File: src/rtl/userio_pkg.sv
// rtl/userio_pkg.sv - shared types and packing helpers for the USERIO pattern sequencer
package userio_pkg;

  typedef enum logic [1:0] {
    IDLE = 2'd0,
    RUN  = 2'd1,
    DONE = 2'd2
  } state_t;

  localparam int DEF_WIDTH = 8;
  localparam int DEF_DEPTH = 64;
  localparam int DEF_DIVW  = 16;
  localparam int DEF_LOOPW = 16;

  // Pattern word is {oe, data}: data sits at bit 0, oe directly above it.
  localparam int DATA_LSB = 0;

  function automatic int oe_lsb(input int width);
    return DATA_LSB + width;
  endfunction

endpackage

File: src/rtl/userio_pat_ram.sv
// rtl/userio_pat_ram.sv - simple dual-port buffer, registered read with write-first bypass
module userio_pat_ram #(
  parameter int pAW = 6,
  parameter int pDW = 16
) (
  input  logic           clk,
  input  logic           rst_n,
  input  logic           wr_en,
  input  logic [pAW-1:0] wr_addr,
  input  logic [pDW-1:0] wr_data,
  input  logic           rd_en,
  input  logic [pAW-1:0] rd_addr,
  output logic [pDW-1:0] rd_data
);

  logic [pDW-1:0] mem [2**pAW];

  always_ff @(posedge clk) begin
    if (wr_en) mem[wr_addr] <= wr_data;
  end

  // The read register doubles as the sequencer output register, so it is reset.
  always_ff @(posedge clk or negedge rst_n) begin
    if (!rst_n) begin
      rd_data <= '0;
    end else if (rd_en) begin
      rd_data <= (wr_en && (wr_addr == rd_addr)) ? wr_data : mem[rd_addr];
    end
  end

endmodule

File: src/rtl/userio_seq.sv
// rtl/userio_seq.sv - USERIO pin block with static drive and pattern sequencer
// Optional capture buffer enabled by defining USERIO_SEQ_CAPTURE_EN.
module userio_seq
  import userio_pkg::*;
#(
  parameter int pWIDTH = DEF_WIDTH,
  parameter int pDEPTH = DEF_DEPTH,
  parameter int pDIVW  = DEF_DIVW,
  parameter int pLOOPW = DEF_LOOPW,
  localparam int pAW   = $clog2(pDEPTH)
) (
  input  logic                  usb_clk,
  input  logic                  reset_n,
  inout  wire  [pWIDTH-1:0]     userio_d,
  input  logic [pWIDTH-1:0]     I_drive_data,
  input  logic [pWIDTH-1:0]     I_pwdriven,
  input  logic [pWIDTH-1:0]     I_pat_sel,
  input  logic                  I_pat_wr,
  input  logic [pAW-1:0]        I_pat_addr,
  input  logic [2*pWIDTH-1:0]   I_pat_wdata,
  input  logic [pAW:0]          I_pat_len,
  input  logic [pDIVW-1:0]      I_divisor,
  input  logic [pLOOPW-1:0]     I_loops,
  input  logic                  I_start,
  input  logic                  I_abort,
  output logic                  O_busy,
  output logic                  O_done,
  output logic [pAW-1:0]        O_step,
  output logic [pWIDTH-1:0]     O_userio_in
`ifdef USERIO_SEQ_CAPTURE_EN
  ,
  input  logic [pAW-1:0]        I_cap_addr,
  output logic [pWIDTH-1:0]     O_cap_rdata
`endif
);

  localparam int OE_LSB = oe_lsb(pWIDTH);

  state_t              state_q, state_d;
  logic [pAW-1:0]      step_q;
  logic [pDIVW-1:0]    cnt_q, div_q;
  logic [pAW:0]        len_q;
  logic [pLOOPW-1:0]   loops_q, left_q;
  logic                rd_en;
  logic [pAW-1:0]      rd_addr;
  logic [2*pWIDTH-1:0] seq_word;
  logic [pWIDTH-1:0]   sync_q1, sync_q2;
  logic                len_ok, step_end, last_step, final_pass;

  assign len_ok     = (I_pat_len != '0) && (I_pat_len <= (pAW+1)'(pDEPTH));
  assign step_end   = (cnt_q == div_q);
  assign last_step  = ({1'b0, step_q} == (len_q - (pAW+1)'(1)));
  assign final_pass = (loops_q != '0) && (left_q == pLOOPW'(1));

  always_comb begin
    state_d = state_q;
    rd_en   = 1'b0;
    rd_addr = '0;
    case (state_q)
      IDLE: begin
        if (I_start && !I_abort && len_ok) begin
          state_d = RUN;
          rd_en   = 1'b1;
        end
      end
      RUN: begin
        if (I_abort) begin
          state_d = IDLE;
        end else if (step_end) begin
          if (last_step && final_pass) begin
            state_d = DONE;
          end else begin
            rd_en   = 1'b1;
            rd_addr = last_step ? '0 : step_q + pAW'(1);
          end
        end
      end
      DONE:    state_d = IDLE;
      default: state_d = IDLE;
    endcase
  end

  always_ff @(posedge usb_clk or negedge reset_n) begin
    if (!reset_n) begin
      state_q <= IDLE;
      step_q  <= '0;
      cnt_q   <= '0;
      div_q   <= '0;
      len_q   <= '0;
      loops_q <= '0;
      left_q  <= '0;
    end else begin
      state_q <= state_d;
      if (state_q == IDLE && state_d == RUN) begin
        div_q   <= I_divisor;
        len_q   <= I_pat_len;
        loops_q <= I_loops;
        left_q  <= I_loops;
        step_q  <= '0;
        cnt_q   <= '0;
      end else if (state_q == RUN) begin
        if (state_d != RUN) begin
          step_q <= '0;
          cnt_q  <= '0;
        end else if (step_end) begin
          cnt_q  <= '0;
          step_q <= rd_addr;
          // loops==0 means run forever, so the pass counter is left alone
          if (last_step && loops_q != '0) left_q <= left_q - pLOOPW'(1);
        end else begin
          cnt_q <= cnt_q + pDIVW'(1);
        end
      end
    end
  end

  userio_pat_ram #(.pAW(pAW), .pDW(2*pWIDTH)) u_pat_ram (
    .clk     (usb_clk),
    .rst_n   (reset_n),
    .wr_en   (I_pat_wr),
    .wr_addr (I_pat_addr),
    .wr_data (I_pat_wdata),
    .rd_en   (rd_en),
    .rd_addr (rd_addr),
    .rd_data (seq_word)
  );

  assign O_busy = (state_q == RUN);
  assign O_done = (state_q == DONE);
  assign O_step = step_q;

  for (genvar i = 0; i < pWIDTH; i++) begin : g_pin
    logic use_seq, pad_oe, pad_do;
    assign use_seq     = O_busy && I_pat_sel[i];
    assign pad_oe      = use_seq ? seq_word[OE_LSB+i]   : I_pwdriven[i];
    assign pad_do      = use_seq ? seq_word[DATA_LSB+i] : I_drive_data[i];
    assign userio_d[i] = pad_oe ? pad_do : 1'bz;
`ifndef __ICARUS__
    pullup pu (userio_d[i]);
`endif
  end

  always_ff @(posedge usb_clk or negedge reset_n) begin
    if (!reset_n) begin
      sync_q1 <= '0;
      sync_q2 <= '0;
    end else begin
      sync_q1 <= userio_d;
      sync_q2 <= sync_q1;
    end
  end
  assign O_userio_in = sync_q2;

`ifdef USERIO_SEQ_CAPTURE_EN
  // Sample on the last clock of each step so the pads have settled for the full step.
  userio_pat_ram #(.pAW(pAW), .pDW(pWIDTH)) u_cap_ram (
    .clk     (usb_clk),
    .rst_n   (reset_n),
    .wr_en   (O_busy && step_end),
    .wr_addr (step_q),
    .wr_data (O_userio_in),
    .rd_en   (1'b1),
    .rd_addr (I_cap_addr),
    .rd_data (O_cap_rdata)
  );
`endif

endmodule

File: config.mk
export PLATFORM = sky130hd
export DESIGN_NAME = userio_seq
export DESIGN_NICKNAME = d
export VERILOG_FILES = /design/src/rtl/userio_pkg.sv /design/src/rtl/userio_pat_ram.sv /design/src/rtl/userio_seq.sv
export SDC_FILE = /design/constraint.sdc
export NUM_CORES = 1
export LEC_CHECK = 0
export ABC_AREA = 1
export CELL_PAD_IN_SITES_DETAIL_PLACEMENT = 0
export CELL_PAD_IN_SITES_GLOBAL_PLACEMENT = 1
export CORE_MARGIN = 2
export CORE_UTILIZATION = 36
export CTS_CLUSTER_SIZE = 20
export DETAILED_ROUTE_END_ITERATION = 16
export PLACE_DENSITY = 0.9
export SLEW_MARGIN = 20
export SYNTH_ARGS = -nofsm -noshare
export SYNTH_HDL_FRONTEND = slang
export SYNTH_SLANG_ARGS = --single-unit
File: constraint.sdc
create_clock -name usb_clk -period 2.5 [get_ports usb_clk]
set_input_delay 0.5 -clock usb_clk [delete_from_list [all_inputs] [get_ports usb_clk]]
set_output_delay 0.5 -clock usb_clk [all_outputs]
set_load 0.005 [all_outputs]
# After elaboration in Yosys (flattened, before gate mapping)

Index checks and enable logic that the tools add are counted.

Register bits: 81
Logic and storage cells: 60

Add/sub/neg operators: 4
Order comparisons: 1
Equality and inequality tests: 8
Muxes and demuxes: 21
Reductions and logical operators: 17

Operators by type and width:

| operator                | count |
|---|---|
| $mux W16                | 9 |
| $mux W6                 | 7 |
| $add A16 B1 Y16 const B | 1 |
| $eq A16 B1 Y1 const B   | 1 |
| $eq A16 B16 Y1          | 1 |
| $reduce_bool A16 Y1     | 1 |
| $sub A16 B1 Y16 const B | 1 |
| $mux W2                 | 4 |
| $eq A6 B7 Y1            | 1 |
| $le A7 B7 Y1 const B    | 1 |
| $logic_and A1 B1 Y1     | 7 |
| $reduce_bool A7 Y1      | 1 |
| $sub A7 B1 Y7 const B   | 1 |
| $add A6 B1 Y6 const B   | 1 |
| $reduce_bool A2 Y1      | 3 |
| $eq A2 B1 Y1 const B    | 2 |
| $pmux W2 S2             | 1 |
| $reduce_and A4 Y1       | 1 |
| $reduce_bool A3 Y1      | 1 |
| $eq A2 B2 Y1 const B    | 1 |
| $logic_not A2 Y1        | 1 |
| $ne A2 B1 Y1 const B    | 1 |
| $ne A2 B2 Y1 const B    | 1 |
| $reduce_and A2 Y1       | 1 |
| $logic_not A1 Y1        | 1 |

# Longest topological paths before layout

Depth after elaboration: 11
Depth in mapped cells: 16
Gate-level depth less buffers: 15

# Worst setup path after synthesis

OpenSTA, ideal clock, no wires.

Kind: register to register
Start point: register len_q[0]
End point: register left_q[7]
Setup time: 0.065 ns
Data arrival time: 1.906 ns
Setup slack: 0.529 ns
Stages on the path, launching flop included: 17
Buffers on the path: 1
Cell sequence: dfrtp_1 inv_2 ha_1 nand2_1 inv_1 nor2_1 nand2_1 nor2_1 nand2_1 nor2_1 nand3_2 nor2_4 inv_2 o21ai_4 buf_8 nand2_2 nand2_1

Word-level cells in the longest chain between the ends: 11

RTL lines:

| element                                                      | line              | source |
|---|---|---|
| start: declaration                                           | userio_seq.sv:42  | `logic [pAW:0] len_q;` |
| start signal: assignment                                     | userio_seq.sv:96  | `len_q <= I_pat_len;` |
| $sub A7 B1 Y7 (*)                                            | userio_seq.sv:52  | `assign last_step = ({1'b0, step_q} == (len_q - (pAW+1)'(1)));` |
| $eq A6 B7 Y1 (*)                                             | userio_seq.sv:52  |  |
| $logic_and A1 B1 Y1                                          | userio_seq.sv:70  | `if (last_step && final_pass) begin` |
| $mux W2                                                      | userio_seq.sv:70  |  |
| $mux W2                                                      | userio_seq.sv:69  | `end else if (step_end) begin` |
| $mux W2                                                      | userio_seq.sv:67  | `if (I_abort) begin` |
| $pmux W2 S2                                                  | userio_seq.sv:59  | `case (state_q)` |
| $eq A2 B1 Y1                                                 | userio_seq.sv:94  | `if (state_q == IDLE && state_d == RUN) begin` |
| $logic_and A1 B1 Y1                                          | userio_seq.sv:94  |  |
| $ne A2 B2 Y1 (no line) or $reduce_bool A2 Y1 (tied branches) | -                 |  |
| $reduce_and A4 Y1 (no line)                                  | -                 |  |
| end signal: assignment                                       | userio_seq.sv:98  | `left_q <= I_loops;` |
| end signal: assignment                                       | userio_seq.sv:109 | `if (last_step && loops_q != '0) left_q <= left_q - pLOOPW'(1);` |
| end: declaration                                             | userio_seq.sv:43  | `logic [pLOOPW-1:0] loops_q, left_q;` |

Every way passes the cells marked *; elsewhere a longest branch is shown, timed or not.
A chain may end at the register's enable or synchronous reset.

# Worst setup path after layout

Start point: register len_q[0]
End point: register left_q[10]

The elaborated chain is that of the path after synthesis.

==> impl_metrics.json <==
{
  "status": "finished, final reports clean",
  "crit_start": "len_q[0]",
  "rrSetupSlack_ps": 370,
  "rows": 42,
  "drive_gt1_frac": 0.115,
  "critical_path_buf_inv_count": 3,
  "cts_resized": 0,
  "fp.coreArea_um2": 13200,
  "ant_nets": 0,
  "min_path_type": "in -> async",
  "grt_max_degree": 40,
  "synth_area_um2": 4870,
  "routed_wl_um": 10300,
  "ys_types": 35,
  "viasPerCell": 4.45,
  "p_leak_uw": 0.00296,
  "worstPathMaxFanout": 16,
  "start_util": 0.368,
  "max-slew-margin-rel": 0.653,
  "clock.fmax_ghz": 0.469,
  "critPathCapture": "left_q[10]",
  "required_ps": 2780,
  "intPower_uw": 2820,
  "hpwl_um": 7690,
  "hold_viol": 0,
  "setup_tns_ps": 0,
  "antennaDiodeCount": 0,
  "grt_overflow_total": 0,
  "critical_path_class": "reg -> reg",
  "clk_path_buf_depth": 2,
  "io_buffers": 58,
  "fillers": 1386,
  "cp-start-kind": "flop",
  "async_flop_share": 1.00,
  "path_delay_family": "simple AND/OR/NAND/NOR gates",
  "worstPathCellList": "inv_2 -> ha_1 -> nand2_1 -> inv_1 -> nor2_1 -> nand2_1 -> nor2_1 -> nand2_1 -> nor2_1 -> nand3_2 -> nor2_1 -> nor2_2 -> a21oi_4 -> buf_12 -> nand2_1 -> nand2_1",
  "area_growth_pct": 22.3,
  "crit_top_cell": "nand2_1",
  "power_frac_comb": 0.293,
  "maxCapViolations": 0,
  "synth_common_cells": "231 x nand2_1, 81 x dfrtp_1, 74 x inv_1",
  "fin_crit_sh": 0.853,
  "rr_endpoint": "left_q[10]",
  "critical_path.endpoint_type": "flop",
  "cpMaxStageDelayCell": "dfrtp_1",
  "fin_crit_ps": 2130,
  "power-per-cell-area_nw_per_um2": 718,
  "synth_most_common_cell": "nand2_1",
  "synth_ff_type": "dfrtp_1",
  "total_power_uw": 4280,
  "grtUsageTotal": 0.155,
  "cts_hold_buf": 0,
  "power.switching_uw": 1460,
  "ioPinCount": 114,
  "cts_buffers": 9,
  "drc_errors": 0,
  "pwr-share-clk": 0.289,
  "clock_sinks": 81,
  "synth_edf_count": 0,
  "yosysTopAreaCellShare": 0.416,
  "netSwitchingFraction": 0.341,
  "reg2reg_from": "len_q[0]",
  "p_seq_frac": 0.418,
  "ys_warn_count": 8,
  "reg2reg_depth": 16,
  "synthTopCellsByArea": "dfrtp_1 42%, nand2_1 18%, inv_1 5.7%",
  "clk_latency_ps": 350,
  "post_cts_buffers": 0,
  "worst-path-stages": 16,
  "slowest_delay_ps": 380,
  "synthCells": 680,
  "worstMarginPinSlew_ps": 520,
  "syn_avg_cell_area_um2": 7.16,
  "gp_congestion": 0.804,
  "yosys_register_bits": 81,
  "ir_drop_v": 0.000392,
  "setup_viol": 0,
  "final_core_util": 0.450,
  "die_h_um": 120,
  "grt_pass1_wl_um": 18100,
  "fin_worst_skew_ps": 5.78,
  "antenna_found_initial": 0,
  "rsz0062_at_grt": "no",
  "nets": 839,
  "path_clk_slew_ps": 60,
  "vias": 4117,
  "dr.pass1.iters": 4,
  "clockRootBuffer": "clkbuf_16",
  "worstPathArrival_ps": 2410,
  "fp.dieW_um": 120,
  "synth_top_cell_by_area": "dfrtp_1",
  "cts.htree.levels": 3,
  "grt_pass1_vias": 3959,
  "cts_tree": "done",
  "wire_per_inst_um": 11.1,
  "seq_area_frac_synth": 0.416,
  "slew_viol_final": 0,
  "drt_iter0_drc": 175,
  "die_area_um2": 14500
}
==> cells in the final DEF, fill, tap and decap left out, drive strengths merged, types with 10 or more instances in the layout <==
cell type,synthesis,layout
inv,94,93
xor2,22,22
o21ai,51,51
buf,24,20
nor3,10,10
nand2,245,245
nor2,75,75
dfrtp,81,81
nand3,37,37
clkbuf,8,13
clkdlybuf4s50,0,57
==> final cells by class <==
cell class | count | area [µm²] | share of cell area
multi-input combinational | 481 | 2310 | 0.388
tap | 176 | 220 | 0.0370
inverter | 94 | 353 | 0.0593
clock inverter | 3 | 15.0 | 0.00252
clock buffer | 13 | 260 | 0.0437
timing repair buffer | 77 | 771 | 0.129
sequential | 81 | 2030 | 0.340
==> cell families (layout without fill, tap and decap cells) <==
| kind of cell | count (synthesis) | count (layout) | share of synthesized area |
|---|---|---|---|
| AOI/OAI and AO/OA | 57 | 57 | 0.0643 |
| xor gates and xnor gates | 26 | 26 | 0.0468 |
| adders and majority gates | 5 | 5 | 0.0129 |
| buffers and inverters | 126 | 187 | 0.116 |
| DFF | 81 | 81 | 0.416 |
| other | 1 | 9 | 0.000770 |
| and+or+nand+nor | 384 | 384 | 0.343 |
==> worst register-to-register path, stage by stage, from the launching register on <==
cell     delay [ps]
dfrtp_1         380
inv_2            60
ha_1            300
nand2_1          70
inv_1            40
nor2_1           70
nand2_1          70
nor2_1          110
nand2_1          70
nor2_1          130
nand3_2         120
nor2_1          140
nor2_2           80
a21oi_4         170
buf_12          160
nand2_1          50
nand2_1          60
==> worst min-delay path by stage <==
stage / from / to / slack [ps]
floorplan: reset_n / O_step[0] / 200
global placement: sync_q1[0] / O_userio_in[0] / 330
detailed placement: sync_q1[0] / O_userio_in[0] / 340
CTS: reset_n / cnt_q[0] / 140
global route: reset_n / div_q[3] / 150
finish: reset_n / div_q[4] / 130
==> layer usage <==
| layer | wire length [µm] | up-vias | GRT usage |
|---|---|---|---|
| li1 | - | 2195 | - |
| met1 | 4900 | 1853 | 0.201 |
| met2 | 4850 | 59 | 0.255 |
| met3 | 346 | 10 | 0.0335 |
| met4 | 163 | 0 | 0.0589 |
| met5 | 0 | - | 0 |
==> state kept, by name, summed over array words and instances, names as in the netlist <==
name	flops
left_q	16
O_step	6
cnt_q	16
sync_q1	1
loops_q	16
len_q	7
state_q	2
O_userio_in	1
div_q	16
==> power by group through the flow <==
stage               clock [µW]  sequential [µW]  combinational [µW]
CTS                       1270             1790                1270
global placement             0             1800                1240
finish                    1230             1790                1250
detailed placement           0             1810                1260
floorplan                    0             1750                 980
global route              1320             1830                1490
==> stage by stage <==
| stage | cells | worst slack (ps) | hold WS, ps | area (µm²) |
|---|---|---|---|---|
| final | 925 | 367 | 131 | 5950 |
| after floorplan | 688 | 529 | 204 | 4900 |
| after CTS | 922 | 70.3 | 137 | 5910 |
| after detailed placement | 906 | -13.2 | 336 | 5630 |
| after global placement | 906 | 6.26 | 332 | 5630 |
| after global routing | 925 | 106 | 147 | 5950 |
No activity file was read; power rests on OpenSTA's default activity.
